File: config.mk
export PLATFORM = sky130hd
export DESIGN_NAME = hdmi_i2c_config
export DESIGN_NICKNAME = d
export VERILOG_FILES = /design/src/rtl/hdmi_cfg_pkg.sv /design/src/rtl/hdmi_i2c_config_if.sv /design/src/rtl/i2c_byte_tx.sv /design/src/rtl/hdmi_i2c_config.sv
export SDC_FILE = /design/constraint.sdc
export NUM_CORES = 1
export LEC_CHECK = 0
export BUFFER_PORTS_ARGS = -buffer_cell sky130_fd_sc_hd__buf_4
export CAP_MARGIN = 25
export CORE_MARGIN = 4
export CORE_UTILIZATION = 60
export CTS_BUF_LIST = sky130_fd_sc_hd__clkbuf_4 sky130_fd_sc_hd__clkbuf_8
export DETAILED_ROUTE_END_ITERATION = 16
export HOLD_SLACK_MARGIN = 0.02
export PLACE_DENSITY = 0.82
export SETUP_SLACK_MARGIN = 0.2
export SLEW_MARGIN = 20
export SYNTH_ARGS = -nofsm -noshare
export SYNTH_HDL_FRONTEND = slang
export SYNTH_HIERARCHICAL = 1
export SYNTH_SLANG_ARGS = --single-unit
File: constraint.sdc
create_clock -name clk -period 6.1 [get_ports clk]
set_input_delay 1.83 -clock clk [delete_from_list [all_inputs] [get_ports clk]]
set_output_delay 1.83 -clock clk [all_outputs]
set_load 0.02 [all_outputs]
File: src/rtl/hdmi_cfg_pkg.sv
// Shared constants for the HDMI transmitter configuration sequencer:
// the register/value table, state encodings and a byte-select helper.
package hdmi_cfg_pkg;

  localparam int CFG_LEN = 5;
  localparam int IDX_W   = (CFG_LEN > 1) ? $clog2(CFG_LEN) : 1;

  // {register, value}; entry 0 powers the transmitter up before anything else
  localparam logic [15:0] CFG_TABLE [CFG_LEN] = '{
    16'h4110,
    16'h9803,
    16'h9AE0,
    16'h9C30,
    16'hAF16
  };

  typedef enum logic [2:0] {
    TX_IDLE,
    TX_START,
    TX_BIT,
    TX_ACK,
    TX_STOP
  } tx_state_t;

  typedef enum logic [2:0] {
    SEQ_IDLE,
    SEQ_RUN,
    SEQ_GAP,
    SEQ_DONE,
    SEQ_ERR
  } seq_state_t;

  function automatic logic [7:0] cfg_byte(input logic [IDX_W-1:0] idx,
                                          input logic [1:0]       sel,
                                          input logic [7:0]       dev_addr);
    logic [15:0] entry;
    logic [7:0]  result;
    entry = CFG_TABLE[idx];
    case (sel)
      2'd0:    result = dev_addr;
      2'd1:    result = entry[15:8];
      default: result = entry[7:0];
    endcase
    return result;
  endfunction

endpackage

File: src/rtl/hdmi_i2c_config_if.sv
// Open-drain I2C pin bundle: pad levels in, pull-down enables out.
interface hdmi_i2c_config_if;
  logic scl_in;
  logic sda_in;
  logic scl_oe;
  logic sda_oe;

  modport master (input scl_in, input sda_in, output scl_oe, output sda_oe);
  modport slave  (output scl_in, output sda_in, input scl_oe, input sda_oe);
endinterface

File: src/rtl/i2c_byte_tx.sv
// Sends one I2C byte (optionally framed by START/STOP) on quarter-bit ticks
// and reports the slave's ACK/NACK; a NACK always closes the frame with STOP.
module i2c_byte_tx
  import hdmi_cfg_pkg::*;
(
  input  logic       clk,
  input  logic       reset_in,
  input  logic       tick_i,
  input  logic       req_valid_i,
  output logic       req_ready_o,
  input  logic [7:0] req_byte_i,
  input  logic       req_start_i,
  input  logic       req_stop_i,
  output logic       resp_valid_o,
  output logic       resp_nack_o,
  hdmi_i2c_config_if.master bus
);

  tx_state_t   state_q, state_d;
  logic [1:0]  phase_q, phase_d;
  logic [2:0]  bit_q, bit_d;
  logic        stop_q, stop_d;
  logic        nack_q, nack_d;
  logic        scl_oe_q, scl_oe_d;
  logic        sda_oe_q, sda_oe_d;
  logic        resp_valid_q, resp_valid_d;
  logic [7:0]  data_q;
  logic        load;
  logic        stall;
  logic        step;

  // A released SCL that still reads low is a slave stretching the clock
  assign stall = !scl_oe_q && !bus.scl_in;
  assign step  = tick_i && !stall;

  always_comb begin
    state_d      = state_q;
    phase_d      = phase_q;
    bit_d        = bit_q;
    stop_d       = stop_q;
    nack_d       = nack_q;
    scl_oe_d     = scl_oe_q;
    sda_oe_d     = sda_oe_q;
    resp_valid_d = 1'b0;
    load         = 1'b0;
    case (state_q)
      TX_IDLE: begin
        if (req_valid_i) begin
          load    = 1'b1;
          stop_d  = req_stop_i;
          nack_d  = 1'b0;
          phase_d = 2'd0;
          bit_d   = 3'd7;
          state_d = req_start_i ? TX_START : TX_BIT;
        end
      end
      TX_START: begin
        if (step) begin
          phase_d = phase_q + 2'd1;
          case (phase_q)
            2'd0: begin
              scl_oe_d = 1'b0;
              sda_oe_d = 1'b0;
            end
            2'd2:    sda_oe_d = 1'b1;
            2'd3:    state_d  = TX_BIT;
            default: ;
          endcase
        end
      end
      TX_BIT: begin
        if (step) begin
          phase_d = phase_q + 2'd1;
          case (phase_q)
            2'd0: scl_oe_d = 1'b1;
            2'd1: sda_oe_d = ~data_q[bit_q];
            2'd2: scl_oe_d = 1'b0;
            default: begin
              if (bit_q == 3'd0) state_d = TX_ACK;
              else               bit_d   = bit_q - 3'd1;
            end
          endcase
        end
      end
      TX_ACK: begin
        if (step) begin
          phase_d = phase_q + 2'd1;
          case (phase_q)
            2'd0: scl_oe_d = 1'b1;
            2'd1: sda_oe_d = 1'b0;
            2'd2: scl_oe_d = 1'b0;
            default: begin
              nack_d = bus.sda_in;
              if (bus.sda_in || stop_q) begin
                state_d = TX_STOP;
              end else begin
                state_d      = TX_IDLE;
                resp_valid_d = 1'b1;
              end
            end
          endcase
        end
      end
      TX_STOP: begin
        if (step) begin
          phase_d = phase_q + 2'd1;
          case (phase_q)
            2'd0: scl_oe_d = 1'b1;
            2'd1: sda_oe_d = 1'b1;
            2'd2: scl_oe_d = 1'b0;
            default: begin
              sda_oe_d     = 1'b0;
              state_d      = TX_IDLE;
              resp_valid_d = 1'b1;
            end
          endcase
        end
      end
      default: state_d = TX_IDLE;
    endcase
  end

  always_ff @(posedge clk or negedge reset_in) begin
    if (!reset_in) begin
      state_q      <= TX_IDLE;
      phase_q      <= 2'd0;
      bit_q        <= 3'd0;
      stop_q       <= 1'b0;
      nack_q       <= 1'b0;
      scl_oe_q     <= 1'b0;
      sda_oe_q     <= 1'b0;
      resp_valid_q <= 1'b0;
    end else begin
      state_q      <= state_d;
      phase_q      <= phase_d;
      bit_q        <= bit_d;
      stop_q       <= stop_d;
      nack_q       <= nack_d;
      scl_oe_q     <= scl_oe_d;
      sda_oe_q     <= sda_oe_d;
      resp_valid_q <= resp_valid_d;
    end
  end

  always_ff @(posedge clk) begin
    if (load) data_q <= req_byte_i;
  end

  assign req_ready_o  = (state_q == TX_IDLE);
  assign resp_valid_o = resp_valid_q;
  assign resp_nack_o  = nack_q;
  assign bus.scl_oe   = scl_oe_q;
  assign bus.sda_oe   = sda_oe_q;

endmodule

File: src/rtl/hdmi_i2c_config.sv
// Writes the HDMI transmitter register table over I2C after reset and on
// each start pulse, retrying NACKed entries up to max_retries times.
module hdmi_i2c_config
  import hdmi_cfg_pkg::*;
#(
  parameter int         sysclk_frequency = 1000,
  parameter logic [7:0] i2c_addr         = 8'h72,
  parameter int         max_retries      = 3
)(
  input  logic clk,
  input  logic reset_in,
  input  logic start,
  input  logic scl_in,
  input  logic sda_in,
  output logic scl_oe,
  output logic sda_oe,
  output logic busy,
  output logic done,
  output logic error
);

  localparam int TICK_DIV = (sysclk_frequency / 4 > 0) ? sysclk_frequency / 4 : 1;
  localparam int DIV_W    = (TICK_DIV > 1) ? $clog2(TICK_DIV) : 1;
  localparam int RETRY_W  = $clog2(max_retries + 2);

  hdmi_i2c_config_if bus_if ();

  logic [DIV_W-1:0]   div_q, div_d;
  logic               tick;
  seq_state_t         seq_q, seq_d;
  logic [IDX_W-1:0]   idx_q, idx_d;
  logic [1:0]         sel_q, sel_d;
  logic [RETRY_W-1:0] retry_q, retry_d;
  logic [1:0]         gap_q, gap_d;
  logic               pend_q, pend_d;
  logic               busy_q, busy_d;
  logic               done_q, done_d;
  logic               error_q, error_d;
  logic               begin_run;
  logic               req_valid;
  logic               tx_ready;
  logic               resp_valid;
  logic               resp_nack;

  assign bus_if.scl_in = scl_in;
  assign bus_if.sda_in = sda_in;
  assign scl_oe        = bus_if.scl_oe;
  assign sda_oe        = bus_if.sda_oe;

  assign tick  = (div_q == DIV_W'(TICK_DIV - 1));
  assign div_d = tick ? '0 : div_q + DIV_W'(1);

  always_comb begin
    seq_d     = seq_q;
    idx_d     = idx_q;
    sel_d     = sel_q;
    retry_d   = retry_q;
    gap_d     = gap_q;
    pend_d    = pend_q;
    busy_d    = busy_q;
    done_d    = done_q;
    error_d   = error_q;
    req_valid = 1'b0;
    begin_run = 1'b0;
    case (seq_q)
      SEQ_IDLE: begin_run = 1'b1;
      SEQ_RUN: begin
        if (!pend_q && tx_ready) begin
          req_valid = 1'b1;
          pend_d    = 1'b1;
        end
        if (resp_valid) begin
          pend_d = 1'b0;
          if (resp_nack) begin
            sel_d = 2'd0;
            if (retry_q == RETRY_W'(max_retries)) begin
              seq_d   = SEQ_ERR;
              busy_d  = 1'b0;
              error_d = 1'b1;
            end else begin
              retry_d = retry_q + RETRY_W'(1);
              gap_d   = 2'd0;
              seq_d   = SEQ_GAP;
            end
          end else if (sel_q == 2'd2) begin
            sel_d = 2'd0;
            if (idx_q == IDX_W'(CFG_LEN - 1)) begin
              seq_d  = SEQ_DONE;
              busy_d = 1'b0;
              done_d = 1'b1;
            end else begin
              idx_d   = idx_q + IDX_W'(1);
              retry_d = '0;
              gap_d   = 2'd0;
              seq_d   = SEQ_GAP;
            end
          end else begin
            sel_d = sel_q + 2'd1;
          end
        end
      end
      // Bus-free time before any new START, after a good entry or a NACK
      SEQ_GAP: begin
        if (tick) begin
          gap_d = gap_q + 2'd1;
          if (gap_q == 2'd3) seq_d = SEQ_RUN;
        end
      end
      SEQ_DONE, SEQ_ERR: begin_run = start;
      default: seq_d = SEQ_IDLE;
    endcase
    if (begin_run) begin
      seq_d   = SEQ_RUN;
      idx_d   = '0;
      sel_d   = 2'd0;
      retry_d = '0;
      gap_d   = 2'd0;
      pend_d  = 1'b0;
      busy_d  = 1'b1;
      done_d  = 1'b0;
      error_d = 1'b0;
    end
  end

  always_ff @(posedge clk or negedge reset_in) begin
    if (!reset_in) begin
      div_q   <= '0;
      seq_q   <= SEQ_IDLE;
      idx_q   <= '0;
      sel_q   <= 2'd0;
      retry_q <= '0;
      gap_q   <= 2'd0;
      pend_q  <= 1'b0;
      busy_q  <= 1'b0;
      done_q  <= 1'b0;
      error_q <= 1'b0;
    end else begin
      div_q   <= div_d;
      seq_q   <= seq_d;
      idx_q   <= idx_d;
      sel_q   <= sel_d;
      retry_q <= retry_d;
      gap_q   <= gap_d;
      pend_q  <= pend_d;
      busy_q  <= busy_d;
      done_q  <= done_d;
      error_q <= error_d;
    end
  end

  i2c_byte_tx u_byte_tx (
    .clk          (clk),
    .reset_in     (reset_in),
    .tick_i       (tick),
    .req_valid_i  (req_valid),
    .req_ready_o  (tx_ready),
    .req_byte_i   (cfg_byte(idx_q, sel_q, i2c_addr)),
    .req_start_i  (sel_q == 2'd0),
    .req_stop_i   (sel_q == 2'd2),
    .resp_valid_o (resp_valid),
    .resp_nack_o  (resp_nack),
    .bus          (bus_if.master)
  );

  assign busy  = busy_q;
  assign done  = done_q;
  assign error = error_q;

endmodule
# --- Word level (Yosys, flattened, before mapping) ---
# Memories as Yosys holds them, arrays and structs flattened.
# Cells that the tools add are included.
word_totals:
  ff_bits: 46
  latchBits: 0
  ram_bits: 0
  romBits: 128
  n_memories: 1
mem_list:
  columns: ["memory", "depth", "width", "rd", "rd_ports_with_merged_regs", "wr", "line", "rtl"]
  rows:
  - ["(no name shown)", 8, 16, 1, 0, 0, "hdmi_cfg_pkg.sv:38", "entry = CFG_TABLE[idx];"]
classes:
  addsub: 7
  mul: 0
  div_mod_pow: 0
  order_cmp: 2
  n_eq_ne: 48
  n_shift: 0
  muxes: 113
  bitwise_logic: 2
  reduce_logical: 50
ops:
  columns: ["operator", "count"]
  rows:
  - ["3-bit 2-to-1 mux", 35]
  - ["1-bit 2-to-1 mux", 45]
  - ["5-bit AND reduction", 7]
  - ["16-bit 2-to-1 mux", 2]
  - ["2-bit 2-to-1 mux", 15]
  - ["2-bit by 1-bit != test with 1-bit output, second input constant", 11]
  - ["2-bit nonzero test", 10]
  - ["2-bit != test, second input constant", 9]
  - ["8-bit one-hot mux with 2 select lines", 1]
  - ["3-bit by 2-bit equality test with 1-bit output, second input constant", 5]
  - ["3-bit one-hot mux with 5 select lines", 1]
  - ["1-bit one-hot mux with 2 select lines", 7]
  - ["3-bit != test, second input constant", 4]
  - ["3-bit nonzero test", 4]
  - ["10-bit AND reduction", 1]
  - ["3-bit equality test, second input constant", 3]
  - ["3-bit zero test", 3]
  - ["3-bit one-hot mux with 3 select lines", 1]
  - ["9-bit AND reduction", 1]
  - ["3-bit OR reduction", 3]
  - ["8-bit by 1-bit adder with 8-bit output, second input constant", 1]
  - ["2-bit equality test, second input constant", 4]
  - ["8-bit equality test, second input constant", 1]
  - ["8-bit 2-to-1 mux", 1]
  - ["29 further kinds", 47]

# --- Longest topological paths before layout ---
# Gate-level depths: netlist (run 1).
logic_depth:
  ltp_word: 7
  depth_mapped: 9
  depth_no_buf: 8

# --- By module ---
# Netlist (run 1), hierarchy kept.
modules_own_cells:
  columns: ["module", "instances", "cells_per_inst", "area_each_um2", "seq_area_each_um2"]
  rows:
  - ["hdmi_i2c_config", 1, 170, 1571.5, 625.6]
  - ["i2c_byte_tx", 1, 104, 1153.6, 565.5]

# --- Worst setup path after synthesis (run 1) ---
# Ideal clock, no wire load.
synth_path:
  kind: "input port to flip-flop"
  startpoint: "input scl_in"
  endpoint: "register u_byte_tx.bit_q[2]"
  setup_time_ns: 0.126
  arrival_ns: 2.690
  required_ns: 5.974
  setup_slack_ns: 3.284
  cell_stages: 4
  n_path_buf: 0
  cell_sequence: "o211ai_1 -> nor3_1 -> a21boi_0 -> a311o_1"
synth_between:
  elab_chain_len: 6
synth_lines:
  columns: ["item", "line", "rtl"]
  rows:
  - ["from (decl)", "hdmi_i2c_config.sv:13", "input logic scl_in,"]
  - ["1-bit zero test", "i2c_byte_tx.sv:33", "assign stall = !scl_oe_q && !bus.scl_in;"]
  - ["1-bit logical AND", "i2c_byte_tx.sv:33", null]
  - ["1-bit zero test", "i2c_byte_tx.sv:34", "assign step = tick_i && !stall;"]
  - ["1-bit logical AND", "i2c_byte_tx.sv:34", null]
  - ["2-bit by 1-bit != test with 1-bit output (no line)", null, null]
  - ["5-bit AND reduction (no line)", null, null]
  - ["to (signal assigned)", "i2c_byte_tx.sv:136", "bit_q <= bit_d;"]
  - ["to (decl)", "i2c_byte_tx.sv:21", "logic [2:0] bit_q, bit_d;"]
# No other way between the ends.
# A chain may end at the register's enable or synchronous reset.

# --- Final worst setup path (run 1) ---
# Ends and elaborated chain as after synthesis.

==> flow_summary_export.csv, run 1 <==
group,metric,value,unit
run_status,outcome,"complete, no violations",
routing,via_count,2078,
worst_hold_path,min_from,"div_q[7]",
clock_tree,cts_resized,0,
worst_setup_path,start_kind,"input pin",
timing,hold_viol,0,
job,maxCapViolCount,0,
synthesis,synthesis.nets,296,
cells_and_area,design_area,2897,sq um
synthesis,ys_types,62,
synthesis,synth-seq-cells,46,
worst_setup_path,worstPathArrival,3.04,ns
grt,grt_max_degree,39,
synthesis,synth_cells,274,
timing,fin_crit_sh,0.4685,
cells_and_area,final_cells,333,
routing,first_pass_iters,4,
grt,grt_overflow,0,
worst_setup_path,r2r-start,"div_q[1]",
worst_setup_path,critPathMaxFanout,6,
clock_tree,post_cts_buffers,0,
grt,grt_pass1_vias,2024,
timing,slew_headroom,0.5656,
die,start_util,0.6216,
placed_design,preCtsSetupSlack,2.965,ns
synthesis,synth_edf_count,8,
die,rows,24,
timing,slew_viol_final,0,
worst_hold_path,hold_end,"div_q[7]",
clock_tree,htreeDepth,2,
worst_hold_path,hold_class,"reg -> reg",
worst_setup_path,rr_endpoint,"u_byte_tx/bit_q[2]",
grt,grt_pass1_wl,8894,um
die,die_area,5684,sq um
routing,routedWlPerCell,16.05,um
worst_setup_path,crit_type,"in -> reg",
clock_tree,cts_tree,"built",
synthesis,async_flop_share,0.8261,
clock_tree,max-clock-path-buffers,2,
cells_and_area,insertedDiodeCount,0,
cells_and_area,drive_gt1_frac,0.09609,
worst_setup_path,rr_worst_depth,8,
synthesis,synth.cell_area,2725,sq um
worst_setup_path,worst-endpoint-required,6.29,ns
routing,viasPerCell,6.240,
synthesis,yosys_warnings,6,
timing,finClkSkew,0.006439,ns
timing,maxClockFrequency,0.3499,GHz
grt,grt_use_total,0.2067,
synthesis,seq_area_frac_synth,0.4371,
clock_tree,insertion_delay,0.30,ns
pwr,cellPowerDensity,229.1,nW/um^2
cells_and_area,syn2layout_area_growth,6.290,%
grt,antenna_found_initial,0,
synthesis,synth_flop_cell,"dfrtp_1",
routing,drcViolationCount,0,
timing,period_minus_slack,2.858,ns
clock_tree,cts.sinks,46,
routing,drtIter0Drc,179,
cells_and_area,fin_nets,302,
placed_design,numPortBuffers,9,
timing,tightest_slew,0.6448,ns
worst_setup_path,end_kind,"register",
timing,worst_slack,3.242,ns
routing,postRouteAntennaNets,0,
die,dieHeight,75.40,um
timing,finalSetupViolCount,0,
clock_tree,cts_root_buf,"clkbuf_8",
synthesis,synth_area_per_cell,9.946,sq um
routing,wl,5345,um
timing,finalSetupTns,0,ns
clock_tree,path_clk_slew,0.08,ns
worst_hold_path,hold_depth,1,
placed_design,place.gp.congestion,0.8609,
placed_design,place_area,2805,sq um
die,die_w,75.40,um
pwr,ir_drop,161.8,uV
cells_and_area,utilization,0.6607,
clock_tree,cts_hold_buf,0,
timing,rsz0062_at_grt,"false",
pwr,p_leak,0.001228,uW
worst_setup_path,ff2ff_setup_slack,3.38,ns
die,io_pins,10,
placed_design,dp.cells,325,
placed_design,dp_hpwl,3789,um
die,coreArea,4384,sq um
clock_tree,cts_buffers,5,
area by class of cell:
| class | count | area [sq um] |
|---|---|---|
| Clock buffer | 8 | 91.34 |
| Multi-Input combinational cell | 198 | 1406 |
| Sequential cell | 46 | 1191 |
| Timing Repair Buffer | 9 | 67.56 |
| Fill cell | 356 | 1488 |
| Inverter | 20 | 75.07 |
| Tap cell | 52 | 65.06 |
stage by stage:
step	power [uW]	hold slack, ns
3_5_place_dp	477.7	0.4774
6_report	663.6	0.4938
2_1_floorplan	448.1	0.4434
5_1_grt	701.9	0.5094
3_3_place_gp	471.2	0.4729
4_1_cts	670.4	0.4869
worst max-delay path by stage:
stage	start	end	slack, ns	depth (start not counted)
floorplan	scl_in	u_byte_tx/bit_q[2]	3.28	4
global placement	scl_in	u_byte_tx/bit_q[2]	3.07	5
detailed placement	scl_in	u_byte_tx/bit_q[2]	2.96	5
CTS	scl_in	u_byte_tx/bit_q[2]	3.29	5
global route	scl_in	u_byte_tx/bit_q[2]	3.14	5
finish	scl_in	u_byte_tx/bit_q[2]	3.24	5
cells in the final DEF (no fill, tap or decap), types with 3 or more instances in the layout:
cell type   n
nor3_1      3
o22ai_1     6
nand2_1    28
ha_1       17
o21ai_0    16
nor2_1     29
nand2b_1    4
xor2_1      3
inv_1      19
nand3_1     5
dfrtp_1    38
o31ai_1     6
clkbuf_4    3
a21oi_1    12
xnor2_1     3
buf_4       9
nor3b_1     3
mux2i_1     7
a31oi_1     5
clkbuf_8    5
edfxtp_1    8
Yosys cell counts (2+ instances only):
cell type,n,area share
inv_1,19,0.026
nor3_1,3,0.0055
o211ai_1,2,0.0055
nor2b_1,2,0.0046
mux4_1,2,0.019
xor2_1,3,0.0096
a211oi_1,2,0.0055
a22o_1,2,0.0064
nand3_1,5,0.0092
dfrtp_1,38,0.35
mux2i_1,7,0.026
nand2b_1,4,0.0092
nor2_1,29,0.040
ha_1,17,0.078
clkbuf_1,3,0.0041
and4_1,2,0.0064
o31ai_1,6,0.017
a31oi_1,5,0.011
o21ai_0,16,0.029
edfxtp_1,8,0.088
a21boi_0,2,0.0055
a21oi_1,12,0.022
buf_2,6,0.011
nor3b_1,3,0.0083
and2b_1,2,0.0055
o22ai_1,6,0.014
a32oi_1,2,0.0064
or3b_1,2,0.0064
nand2_1,28,0.039
xnor2_1,3,0.0096
a311oi_1,2,0.0064
kinds of logic after synthesis:
family / share of synthesized area
compound gates: 0.1915
xor+xnor: 0.01929
fa+ha+maj: 0.07805
buf+inv: 0.04683
flops: 0.4371
mux: 0.05464
simple gates: 0.1726
metal layers:
layer  GRT usage  up-vias  part of all wire
met1      0.2553     1008              0.43
li1            -      999                 -
met3     0.04090        9             0.048
met4     0.09903        0             0.020
met2      0.3471       62              0.50
met5           0        -                 0
critical path, stage by stage:
cell	delay (ns)
buf_4	0.09
o211ai_1	0.23
nor3_1	0.39
a21boi_0	0.17
a311o_1	0.34
power breakdown:
group	internal (uW)	switching (uW)
sequential	332	37.0
clock	94.8	95.8
combinational	44.6	59.8
total	471	193
flip-flops by register name, indices dropped and copies added (netlist names), 2 cells and up:
name and count:
gap_q 2, u_byte_tx/bit_q 3, u_byte_tx/state_q 3, div_q 8
sel_q 2, u_byte_tx/data_q 8, seq_q 3, idx_q 3
u_byte_tx/phase_q 2, retry_q 3
(Power assumes the default switching activity.)
==> run 2: changes to the inputs <==
Clock period 6.1 ns to 2.8 ns, I/O delays scaled along.
==> run 2 against run 1 <==
  * Design area rose by 2.3%
  * Clock skew rose by 0.0029 ns
  * Critical endpoint unchanged
  * Sequential share of layout area decreased by 0.92 points
  * Sequential power rose by 110%
  * First-iteration DRC count fell by 18%
  * Critical path type is now reg -> reg
  * Global-route usage shrank 0.95 points
  * Non-clock buffer count rose by 5
  * Routed wire length down 5.8%
  * Final cell count up 1.5%
  * Flip-flop and latch count unchanged
  * Clock-buffer cell count shrank 1
  * Register-to-register slack worse by 2.8 ns
==> flow_summary_export.csv, run 2 (synthesis results as in run 1) <==
group,metric,value,unit
worst_setup_path,worst-endpoint-required,2.99,ns
routing,postRouteAntennaNets,0,
timing,finClkSkew,0.009384,ns
routing,routedWlPerCell,14.90,um
grt,use_met2,0.3193,
timing,slew_headroom,0.6644,
cells_and_area,fin_nets,307,
worst_hold_path,hold_class,"in -> async",
cells_and_area,syn2layout_area_growth,8.724,%
pwr,internal-power,1126,uW
clock_tree,path_clk_slew,0.08,ns
clock_tree,insertion_delay,0.30,ns
clock_tree,cts_tree,"built",
clock_tree,cts_resized,0,
grt,grt_use_met3,0.03958,
timing,hold_viol,0,
grt,grt_max_degree,39,
timing,tightest_slew,0.5034,ns
placed_design,place.gp.congestion,0.9200,
worst_setup_path,crit_type,"reg -> reg",
clock_tree,cts_root_buf,"clkbuf_8",
grt,grt_pass1_vias,1908,
die,rows,24,
grt,top_usage_layer,"met2",
timing,finalSetupTns,0,ns
worst_setup_path,end_kind,"register",
pwr,pwr-share-clk,0.333,
placed_design,numPortBuffers,9,
grt,grtUsageMet1,0.2716,
cells_and_area,drive_gt1_frac,0.1119,
placed_design,dp_hpwl,3560,um
cells_and_area,reg_top3,"div_q x8, u_byte_tx/data_q x8",
die,dieHeight,75.40,um
run_status,outcome,"complete, no violations",
clock_tree,post_cts_buffers,0,
clock_tree,cts.sinks,46,
timing,slew_viol_final,0,
routing,drcViolationCount,0,
grt,grt_pass1_wl,8631,um
cells_and_area,layout_common_cells,"dfrtp_1, nor2_1, nand2_1",
die,io_pins,10,
pwr,switchingPower,419.4,uW
die,coreArea,4384,sq um
timing,rsz0062_at_grt,"false",
worst_setup_path,critPathMaxFanout,6,
grt,grt_overflow,0,
cells_and_area,final_common_cell,"dfrtp_1",
clock_tree,max-clock-path-buffers,2,
timing,finalSetupViolCount,0,
routing,via_count,2056,
worst_setup_path,start_kind,"register",
job,maxCapViolCount,0,
grt,grt_use_total,0.1972,
pwr,pwr-share-comb,0.155,
cells_and_area,insertedDiodeCount,0,
timing,fin_crit_sh,0.8064,
die,die_w,75.40,um
clock_tree,cts_hold_buf,0,
routing,viasPerCell,6.083,
pwr,cellPowerDensity,521.7,nW/um^2
timing,maxClockFrequency,0.4429,GHz
routing,drtIter0Drc,147,
routing,wl,5035,um
die,die_area,5684,sq um
grt,antenna_found_initial,0,
clock_tree,cts_buffers,5,
pwr,swShare,0.2713,
pwr,seqPwrFrac,0.512,
pwr,ir_drop,424.7,uV
die,start_util,0.6216,
worst_setup_path,worstPathArrival,2.44,ns
timing,whs,0.4888,ns
timing,period_minus_slack,2.258,ns
routing,first_pass_iters,4,
pwr,p_leak,0.001263,uW
clock_tree,htreeDepth,2,
[run 2: changes by cell type in the layout (fill, tap and decap cells not counted), sizes merged]
cell	change
clkbuf	-1
buf	+5
bufinv	+1
[run 2: worst max-delay path: stages, from the launching register on]
cell,delay [ns]
dfrtp_1,0.41
inv_1,0.07
ha_1,0.14
and4b_1,0.23
and4_1,0.27
o211ai_1,0.12
buf_4,0.17
nor3_1,0.27
a21boi_0,0.13
a311o_1,0.32
[run 2: power by group through the flow]
stage,clock [uW],combinational [uW],sequential (uW)
final,514,239,792
after global routing,554,268,801
after CTS,527,239,792
after detailed placement,0,237,805
after global placement,0,232,804
after floorplan,0,210,766
[run 2: metal layers]
| metal | share of wire | vias to the layer above | wire [um] |
|---|---|---|---|
| met5 | 0 | - | 0 |
| met1 | 0.48 | 989 | 2400 |
| met3 | 0.044 | 2 | 221 |
| met2 | 0.48 | 46 | 2394 |
| met4 | 0.0038 | 0 | 19 |
| li1 | - | 1019 | - |
[run 2: final cells by class]
type | instances | area [sq um]
clock inverter | 1 | 30.03
fill | 338 | 1421
inverter | 20 | 75.07
multi-input combinational | 198 | 1406
sequential | 46 | 1191
clock buffer | 7 | 90.09
timing repair buffer | 14 | 105.1
tap | 52 | 65.06
[run 2: path summary, 6_finish.rpt]
path                       depth (start not counted)  slack [ns]  startpoint              endpoint
setup / recovery                                   9        0.54    div_q[1]    u_byte_tx/bit_q[2]
hold / removal                                     1        0.49    reset_in  u_byte_tx/phase_q[1]
setup reg to reg                                   9        0.54    div_q[1]    u_byte_tx/bit_q[2]
hold reg to reg                                    1        0.49    div_q[7]              div_q[7]
max in group asynchronous                          1        1.96    reset_in              sel_q[1]
min in group clk                                   1        0.49    div_q[7]              div_q[7]
[run 2: stage by stage]
step | cells | instance area [sq um] | total power (uW) | setup slack (ns) | utilization
floorplan | 274 | 2725 | 976.3 | 0.6070 | -
global route | 338 | 2963 | 1624 | 0.3553 | 0.6758
global placement | 330 | 2843 | 1036 | 0.6790 | 0.6484
finish | 338 | 2963 | 1546 | 0.5420 | 0.6758
detailed placement | 330 | 2843 | 1042 | 0.5888 | 0.6484
CTS | 338 | 2963 | 1559 | 0.5513 | 0.6758
